==> config.mk <==
export PLATFORM = sky130hd
export DESIGN_NAME = serializer_ctrl
export DESIGN_NICKNAME = d
export VERILOG_FILES = /design/src/rtl/serializer_pkg.sv /design/src/rtl/bit_down_counter.sv /design/src/rtl/serializer_ctrl.sv
export SDC_FILE = /design/constraint.sdc
export NUM_CORES = 1
export LEC_CHECK = 0
export CAP_MARGIN = 10
export CORE_ASPECT_RATIO = 0.75
export CORE_MARGIN = 2
export CORE_UTILIZATION = 51
export CTS_CLUSTER_SIZE = 40
export DETAILED_ROUTE_END_ITERATION = 6
export GPL_TIMING_DRIVEN = 0
export PLACE_DENSITY_LB_ADDON = 0.3
export SLEW_MARGIN = 5
export SYNTH_ARGS = -nofsm -noshare
export SYNTH_HDL_FRONTEND = slang
export SYNTH_HIERARCHICAL = 1
export SYNTH_SLANG_ARGS = --single-unit
==> constraint.sdc <==
create_clock -name clk -period 3.9 [get_ports clk]
set_input_delay 0.975 -clock clk [delete_from_list [all_inputs] [get_ports clk]]
set_output_delay 0.975 -clock clk [all_outputs]
set_load 0.01 [all_outputs]
==> src/rtl/serializer_pkg.sv <==
// Shared types and default sizes for the serializer controller.
package serializer_pkg;

  localparam int DATA_W_DEF = 16;
  localparam int CNT_W_DEF  = 4;

  typedef enum logic {
    IDLE  = 1'b0,
    SHIFT = 1'b1
  } state_t;

endpackage

==> src/rtl/bit_down_counter.sv <==
// Loadable down-counter that walks the serial bit index towards zero.
module bit_down_counter #(
  parameter int CNT_W = 4
) (
  input  logic             clk,
  input  logic             reset,
  input  logic             load,
  input  logic [CNT_W-1:0] load_val,
  input  logic             dec,
  output logic [CNT_W-1:0] count,
  output logic             zero
);

  localparam logic [CNT_W-1:0] ONE = 1;

  logic [CNT_W-1:0] r_count;

  // A load wins over a decrement so back-to-back frames start cleanly.
  always_ff @(posedge clk) begin
    if (reset) begin
      r_count <= '0;
    end else if (load) begin
      r_count <= load_val;
    end else if (dec && !zero) begin
      r_count <= r_count - ONE;
    end
  end

  assign count = r_count;
  assign zero  = (r_count == '0);

endmodule

==> src/rtl/serializer_ctrl.sv <==
// Parallel-to-serial frame controller: sends bits word_len..0 of an accepted
// word, one bit per tick, with frame markers and gapless back-to-back frames.
module serializer_ctrl
  import serializer_pkg::*;
#(
  parameter int DATA_W = DATA_W_DEF,
  parameter int CNT_W  = CNT_W_DEF
) (
  input  logic              clk,
  input  logic              reset,
  input  logic [DATA_W-1:0] in_data,
  input  logic [CNT_W-1:0]  word_len,
  input  logic              in_valid,
  output logic              in_ready,
  input  logic              tick,
  output logic              ser_out,
  output logic              ser_valid,
  output logic              frame_start,
  output logic              frame_end,
  output logic              busy,
  output logic [CNT_W-1:0]  bit_idx
);

  state_t            r_state;
  state_t            w_state_next;
  logic [DATA_W-1:0] r_data;
  logic [CNT_W-1:0]  r_word_len;
  logic              r_first;
  logic              w_accept;
  logic              w_zero;

  bit_down_counter #(.CNT_W(CNT_W)) u_cnt (
    .clk      (clk),
    .reset    (reset),
    .load     (w_accept),
    .load_val (word_len),
    .dec      (ser_valid & ~w_zero),
    .count    (bit_idx),
    .zero     (w_zero)
  );

  assign w_accept = in_valid & in_ready;

  // Outputs are forced low while reset is asserted, even mid-frame.
  always_comb begin
    w_state_next = r_state;
    busy         = 1'b0;
    ser_valid    = 1'b0;
    ser_out      = 1'b0;
    frame_start  = 1'b0;
    frame_end    = 1'b0;
    in_ready     = 1'b0;
    if (!reset) begin
      busy        = (r_state == SHIFT);
      ser_valid   = busy & tick;
      ser_out     = ser_valid & r_data[bit_idx];
      frame_end   = ser_valid & w_zero;
      frame_start = ser_valid & r_first & (bit_idx == r_word_len);
      in_ready    = (r_state == IDLE) | frame_end;
      case (r_state)
        IDLE:    if (in_valid) w_state_next = SHIFT;
        SHIFT:   if (frame_end) w_state_next = in_valid ? SHIFT : IDLE;
        default: w_state_next = IDLE;
      endcase
    end
  end

  always_ff @(posedge clk) begin
    if (reset) begin
      r_state    <= IDLE;
      r_data     <= '0;
      r_word_len <= '0;
      r_first    <= 1'b1;
    end else begin
      r_state <= w_state_next;
      if (w_accept) begin
        r_data     <= in_data;
        r_word_len <= word_len;
        r_first    <= 1'b1;
      end else if (ser_valid) begin
        r_first    <= 1'b0;
      end
    end
  end

endmodule

==> reports/qor.txt, run 1 <==
Register Area -> 520 sq um
commonest cells after routing, fill and taps aside -> clkdlybuf4s50_1, nand2_1, dfxtp_1
Max stage delay on crit path -> 0.53 ns
count of cell types in the netlist -> 36
antenna violations before repair -> 0
RSZ-0062 raised after global routing -> no
clock skew -> 0.0149 ns
CP bufs+invs -> 2
Final Hold Viols -> 0
Async SR Flop Fraction -> 0%
Cell Pwr Density -> 331 nW/um^2
most common cell after layout, fill and taps aside -> clkdlybuf4s50_1
first-pass detailed-route iteration total -> 4
max-slew violation total from the final report -> 0
largest net degree at the start of global routing -> 15
leakage -> 0.626 nW
Via density -> 5.25
Syn Inst Count -> 151
clock latency at the later pin of the worst-skew pair -> 0.32 ns
critical path depth -> 6
cts hold-fix bufs -> 0
first-pass GRT wire length -> 5.06 mm
Die Area -> 2970 sq um
Initial Util -> 55.3%
CP Capture Type -> output port
share of cells above drive strength 1 -> 7.98%
Fillers -> 192
class of the worst hold path -> reg -> reg
DRC -> 0
Crit Path Category -> in -> out
crit path max fanout -> 13
# rows -> 15
WP data required -> 2.92 ns
synthesized area per cell -> 8.59 sq um
non-filler instance count after layout -> 222
CTS tree -> done
Detail Route Antenna Nets -> 0
drt wl/cell -> 13.9 um
Final Util -> 72.8%
Area growth, synth to finish -> 31.6%
nets@finish -> 214
Top FF cell, synth -> dfxtp_1
Syn Nets -> 176
minimum clock period -> 3.72 ns
max cap viols -> 0
critical path arrival -> 2.74 ns
CTS max path bufs -> 2
worst hold path cell count -> 2
CTS root buf -> clkbuf_4
vias in the first global route -> 1056
DR vias -> 1166
htree depth -> 1
die width -> 62.2 um
Slew headroom -> 62.5%
Congestion Overflow GR -> 0
Detailed Place HPWL -> 2.24 mm
crit-path leading delay family -> buffers and inverters
GP Congestion -> 0.809
cts bufs inserted -> 3
Routed WL -> 3.09 mm
slowest cell on the critical path -> clkdlybuf4s50_1
Max Freq -> 0.269 GHz
Tightest Pin Transition -> 0.560 ns
die span in y -> 47.7 um
Initial DRC Count -> 85
clock-pin slew on the worst setup and hold paths -> 0.13 ns
final setup violation count -> 0
Final period util -> 95.4%
reg2reg path depth -> 9
yosys warns -> 6
Yosys reg bits -> 26
io pins -> 34
run status -> complete, no violations
CP Launch Type -> input port
Syn Std Cell Area -> 1300 sq um
GRT Resource Usage Total -> 22.1%
n_diodes -> 0
cell total after placement -> 218
Post-synth EDFFs -> 0
CTS sink cnt -> 26
sequential share of the synthesized area -> 40.1%
Max IR drop VDD -> 0.182 mV
port bufs -> 33
crit-path cells -> dlygate4sd2_1, nor2b_2, nand2_1, nor4_1, and3_1, clkdlybuf4s50_1
Core Region -> 2350 sq um
Multi-input gate area -> 716 sq um
==> final timing paths <==
path / from / endpoint / slack [ns]
worst max-delay path: reset / frame_start / 0.18
worst min-delay path: r_data[9]$_SDFFE_PP0P_ / r_data[9]$_SDFFE_PP0P_ / 0.47
worst max register to register: u_cnt/count[1]$_SDFFE_PP0P_ / u_cnt/count[1]$_SDFFE_PP0P_ / 1.24
worst min register to register: r_data[9]$_SDFFE_PP0P_ / r_data[9]$_SDFFE_PP0P_ / 0.47
==> worst min-delay path, delay by kind of cell (launching register included) <==
kind	cells	cell delay (ns)
DFF	1	0.34
and+or+nand+nor	1	0.06
AOI/OAI and AO/OA	1	0.05
==> sequential cells by signal, indices dropped and copies added, names as in the netlist <==
name and count:
r_data 16, r_first 1, r_state 1, r_word_len 4, u_cnt/count 4
==> where the power goes <==
group / total (mW) / internal, mW / switching, mW
clock: 0.137 / 0.0571 / 0.0804
sequential: 0.304 / 0.287 / 0.0169
combinational: 0.125 / 0.0676 / 0.0571
==> final cells by class <==
| class | count | share of cell area, % |
|---|---|---|
| Multi-Input combinational cell | 111 | 41.9 |
| Buffer | 8 | 2.42 |
| Tap cell | 34 | 2.49 |
| Clock buffer | 4 | 2.12 |
| Timing Repair Buffer | 33 | 19.3 |
| Inverter | 6 | 1.32 |
| Sequential cell | 26 | 30.5 |
==> synthesized netlist by cell type, types with 2 or more instances <==
master | number | area, sq um
a311o_1 | 2 | 20.0
a311oi_1 | 2 | 17.5
and3_1 | 2 | 12.5
buf_2 | 3 | 15.0
clkbuf_1 | 4 | 15.0
dfxtp_1 | 26 | 521
inv_1 | 6 | 22.5
mux2i_1 | 4 | 40.0
nand2_1 | 26 | 97.6
nand2b_1 | 20 | 125
nand3_1 | 3 | 15.0
nor2_1 | 9 | 33.8
o21ai_0 | 15 | 75.1
o21ai_1 | 5 | 25.0
xor2_1 | 3 | 26.3
==> metrics by stage <==
step / total power [mW] / setup slack, ns / TNS, ns / area, sq um / hold slack [ns]
4_1_cts: 0.567 / 0.141 / 0 / 1710 / 0.472
2_1_floorplan: 0.376 / 1.11 / 0 / 1300 / 0.428
5_1_grt: 0.597 / 0.0423 / 0 / 1710 / 0.500
3_3_place_gp: 0.426 / -0.193 / -0.193 / 1670 / 0.440
6_report: 0.566 / 0.180 / 0 / 1710 / 0.475
3_5_place_dp: 0.433 / -0.170 / -0.170 / 1670 / 0.447
==> layer usage <==
layer  GRT usage [%]  up-vias  wire length [um]
met2            40.7       30              1550
li1                -      591                 -
met5               0        -                 0
met1            26.9      541              1380
met3            6.12        4               128
met4            6.22        0                26
==> what timing repair did <==
action	4_1_cts	5_1_grt
buffers inserted	0	0
pin swaps	0	0
resized for setup	1	1
endpoints found under the setup margin	1	1
==> kinds of logic after synthesis <==
kind of cell	after synthesis	share of synthesized area, %
AND/OR/NAND/NOR	67	26.9
AO/OA/AOI/OAI	32	16.7
multiplexers	7	7.71
buffers and inverters	14	4.92
adder cells (fa/ha/maj)	1	0.964
XOR/XNOR	4	2.70
flip-flops	26	40.1
(Power assumes the default switching activity.)
==> run 2: changes to the inputs <==
--- a/config.mk
+++ b/config.mk
@@ -7,9 +7,9 @@
 export LEC_CHECK = 0
 export CAP_MARGIN = 10
 export CORE_ASPECT_RATIO = 0.75
-export CORE_MARGIN = 2
+export CORE_MARGIN = 4
 export CORE_UTILIZATION = 51
-export CTS_CLUSTER_SIZE = 40
+export CTS_CLUSTER_SIZE = 25
 export DETAILED_ROUTE_END_ITERATION = 6
 export GPL_TIMING_DRIVEN = 0
 export PLACE_DENSITY_LB_ADDON = 0.3
==> run 2 against run 1 <==
  * Clock power hardly changed
  * Register-to-register slack hardly changed
  * Final area is 0.37% lower
  * Largest cell class unchanged
  * Largest power group unchanged
==> reports/qor.txt, run 2 (synthesis results as in run 1) <==
CP Launch Type -> input port
max-slew violation total from the final report -> 0
clock latency at the later pin of the worst-skew pair -> 0.33 ns
io pins -> 34
Final Util -> 72.0%
first-pass GRT wire length -> 5.06 mm
class of the worst hold path -> reg -> reg
n_diodes -> 0
GRT Resource Usage Total -> 19.1%
CTS root buf -> clkbuf_4
leakage -> 0.624 nW
Slew headroom -> 65.3%
share of cells above drive strength 1 -> 7.98%
Core Region -> 2360 sq um
run status -> complete, no violations
Via density -> 5.15
Max IR drop VDD -> 0.217 mV
DRC -> 0
# rows -> 15
WP data required -> 2.92 ns
largest net degree at the start of global routing -> 15
RR Endpoint -> u_cnt/count[1]$_SDFFE_PP0P_
GP Congestion -> 0.798
cts hold-fix bufs -> 0
first-pass detailed-route iteration total -> 4
Hold Path End -> r_first$_SDFFE_PP1P_
critical path arrival -> 2.67 ns
crit-path cells -> clkdlybuf4s50_1, nand2_1, nor4_1, and3_1, clkdlybuf4s50_1
clock skew -> 0.0154 ns
cts bufs inserted -> 3
Largest Register -> r_data
Tightest Pin Transition -> 0.518 ns
CTS max path bufs -> 2
die width -> 66.2 um
Routed WL -> 3.09 mm
hold_sp -> r_first$_SDFFE_PP1P_
most frequent CP cell -> clkdlybuf4s50_1
die span in y -> 51.7 um
slowest cell on the critical path -> clkdlybuf4s50_1
clock-pin slew on the worst setup and hold paths -> 0.13 ns
Max stage delay on crit path -> 0.53 ns
Initial Util -> 54.9%
most common cell after layout, fill and taps aside -> clkdlybuf4s50_1
antenna violations before repair -> 0
minimum clock period -> 3.64 ns
Detail Route Antenna Nets -> 0
reg2reg path depth -> 9
DR vias -> 1143
final setup violation count -> 0
worst r2r src -> u_cnt/count[0]$_SDFFE_PP0P_
Detailed Place HPWL -> 2.35 mm
worst hold path cell count -> 1
Initial DRC Count -> 48
commonest cells after routing, fill and taps aside -> clkdlybuf4s50_1, nand2_1, dfxtp_1
vias in the first global route -> 1138
CTS sink cnt -> 26
Crit Path Category -> in -> out
CP Capture Type -> output port
htree depth -> 1
CTS tree -> done
port bufs -> 33
nets@finish -> 214
Hold WS -> 0.469 ns
Die Area -> 3420 sq um
R2R Setup Slk -> 1.25 ns
worst setup path start -> tick
Max Freq -> 0.275 GHz
max FFs per register -> 16
Final Hold Viols -> 0
Congestion Overflow GR -> 0
max cap viols -> 0
crit path max fanout -> 4
RSZ-0062 raised after global routing -> no
drt wl/cell -> 13.9 um
Area growth, synth to finish -> 31.1%
Final period util -> 93.4%
Cell Pwr Density -> 332 nW/um^2
[run 2: cell types whose count changed in the layout (fill, tap and decap cells not counted)]
cell,before,now
nor2b_2,1,0
nor2b_1,0,1
clkbuf_2,0,1
dlygate4sd2_1,1,0
[run 2: worst max-delay path: cells and delay by family]
family                 cells  cell delay [ns]
and+or+nand+nor            3             0.65
buffers and inverters      2             1.04
[run 2: final cells by class]
| type | count | area (sq um) |
|---|---|---|
| Buffer | 8 | 41.3 |
| Sequential cell | 26 | 520 |
| Clock buffer | 4 | 36.3 |
| Fill cell | 202 | 663 |
| Multi-Input combinational cell | 111 | 713 |
| Tap cell | 34 | 42.5 |
| Inverter | 6 | 22.5 |
| Timing Repair Buffer | 33 | 325 |
[run 2: metrics by stage]
step / instances / TNS, ns / power (mW) / cell area [sq um] / setup WS (ns)
2_1_floorplan: 151 / 0 / 0.376 / 1300 / 1.11
3_3_place_gp: 218 / -0.208 / 0.427 / 1670 / -0.208
3_5_place_dp: 218 / -0.220 / 0.433 / 1670 / -0.220
4_1_cts: 222 / 0 / 0.566 / 1710 / 0.103
5_1_grt: 222 / 0 / 0.594 / 1700 / 0.178
6_report: 222 / 0 / 0.565 / 1700 / 0.259
[run 2: layer usage]
metal,share of wire [%],global-route usage (%),up-vias
met5,0,0,-
met2,51,34.1,24
met1,44,23.7,529
li1,-,-,588
met4,0.29,3.04,0
met3,4.6,4.54,2
[run 2: worst max path at each step]
stage                   to  slack (ns)
6_report       frame_start        0.26
5_1_grt        frame_start        0.18
4_1_cts        frame_start        0.10
3_5_place_dp   frame_start       -0.22
3_3_place_gp   frame_start       -0.21
2_1_floorplan  frame_start        1.11
[run 2: timing repair]
item,4_1_cts,5_1_grt
buffers inserted,0,0
hold endpoints to repair,0,0
endpoints found under the setup margin,1,1
pin swaps,0,0
gates resized for setup,1,2
[run 2: power by group]
| group | internal (mW) | total, mW | switching, mW |
|---|---|---|---|
| clock | 0.0571 | 0.138 | 0.0810 |
| combinational | 0.0674 | 0.124 | 0.0562 |
| sequential | 0.287 | 0.303 | 0.0167 |
| total | 0.411 | 0.565 | 0.154 |
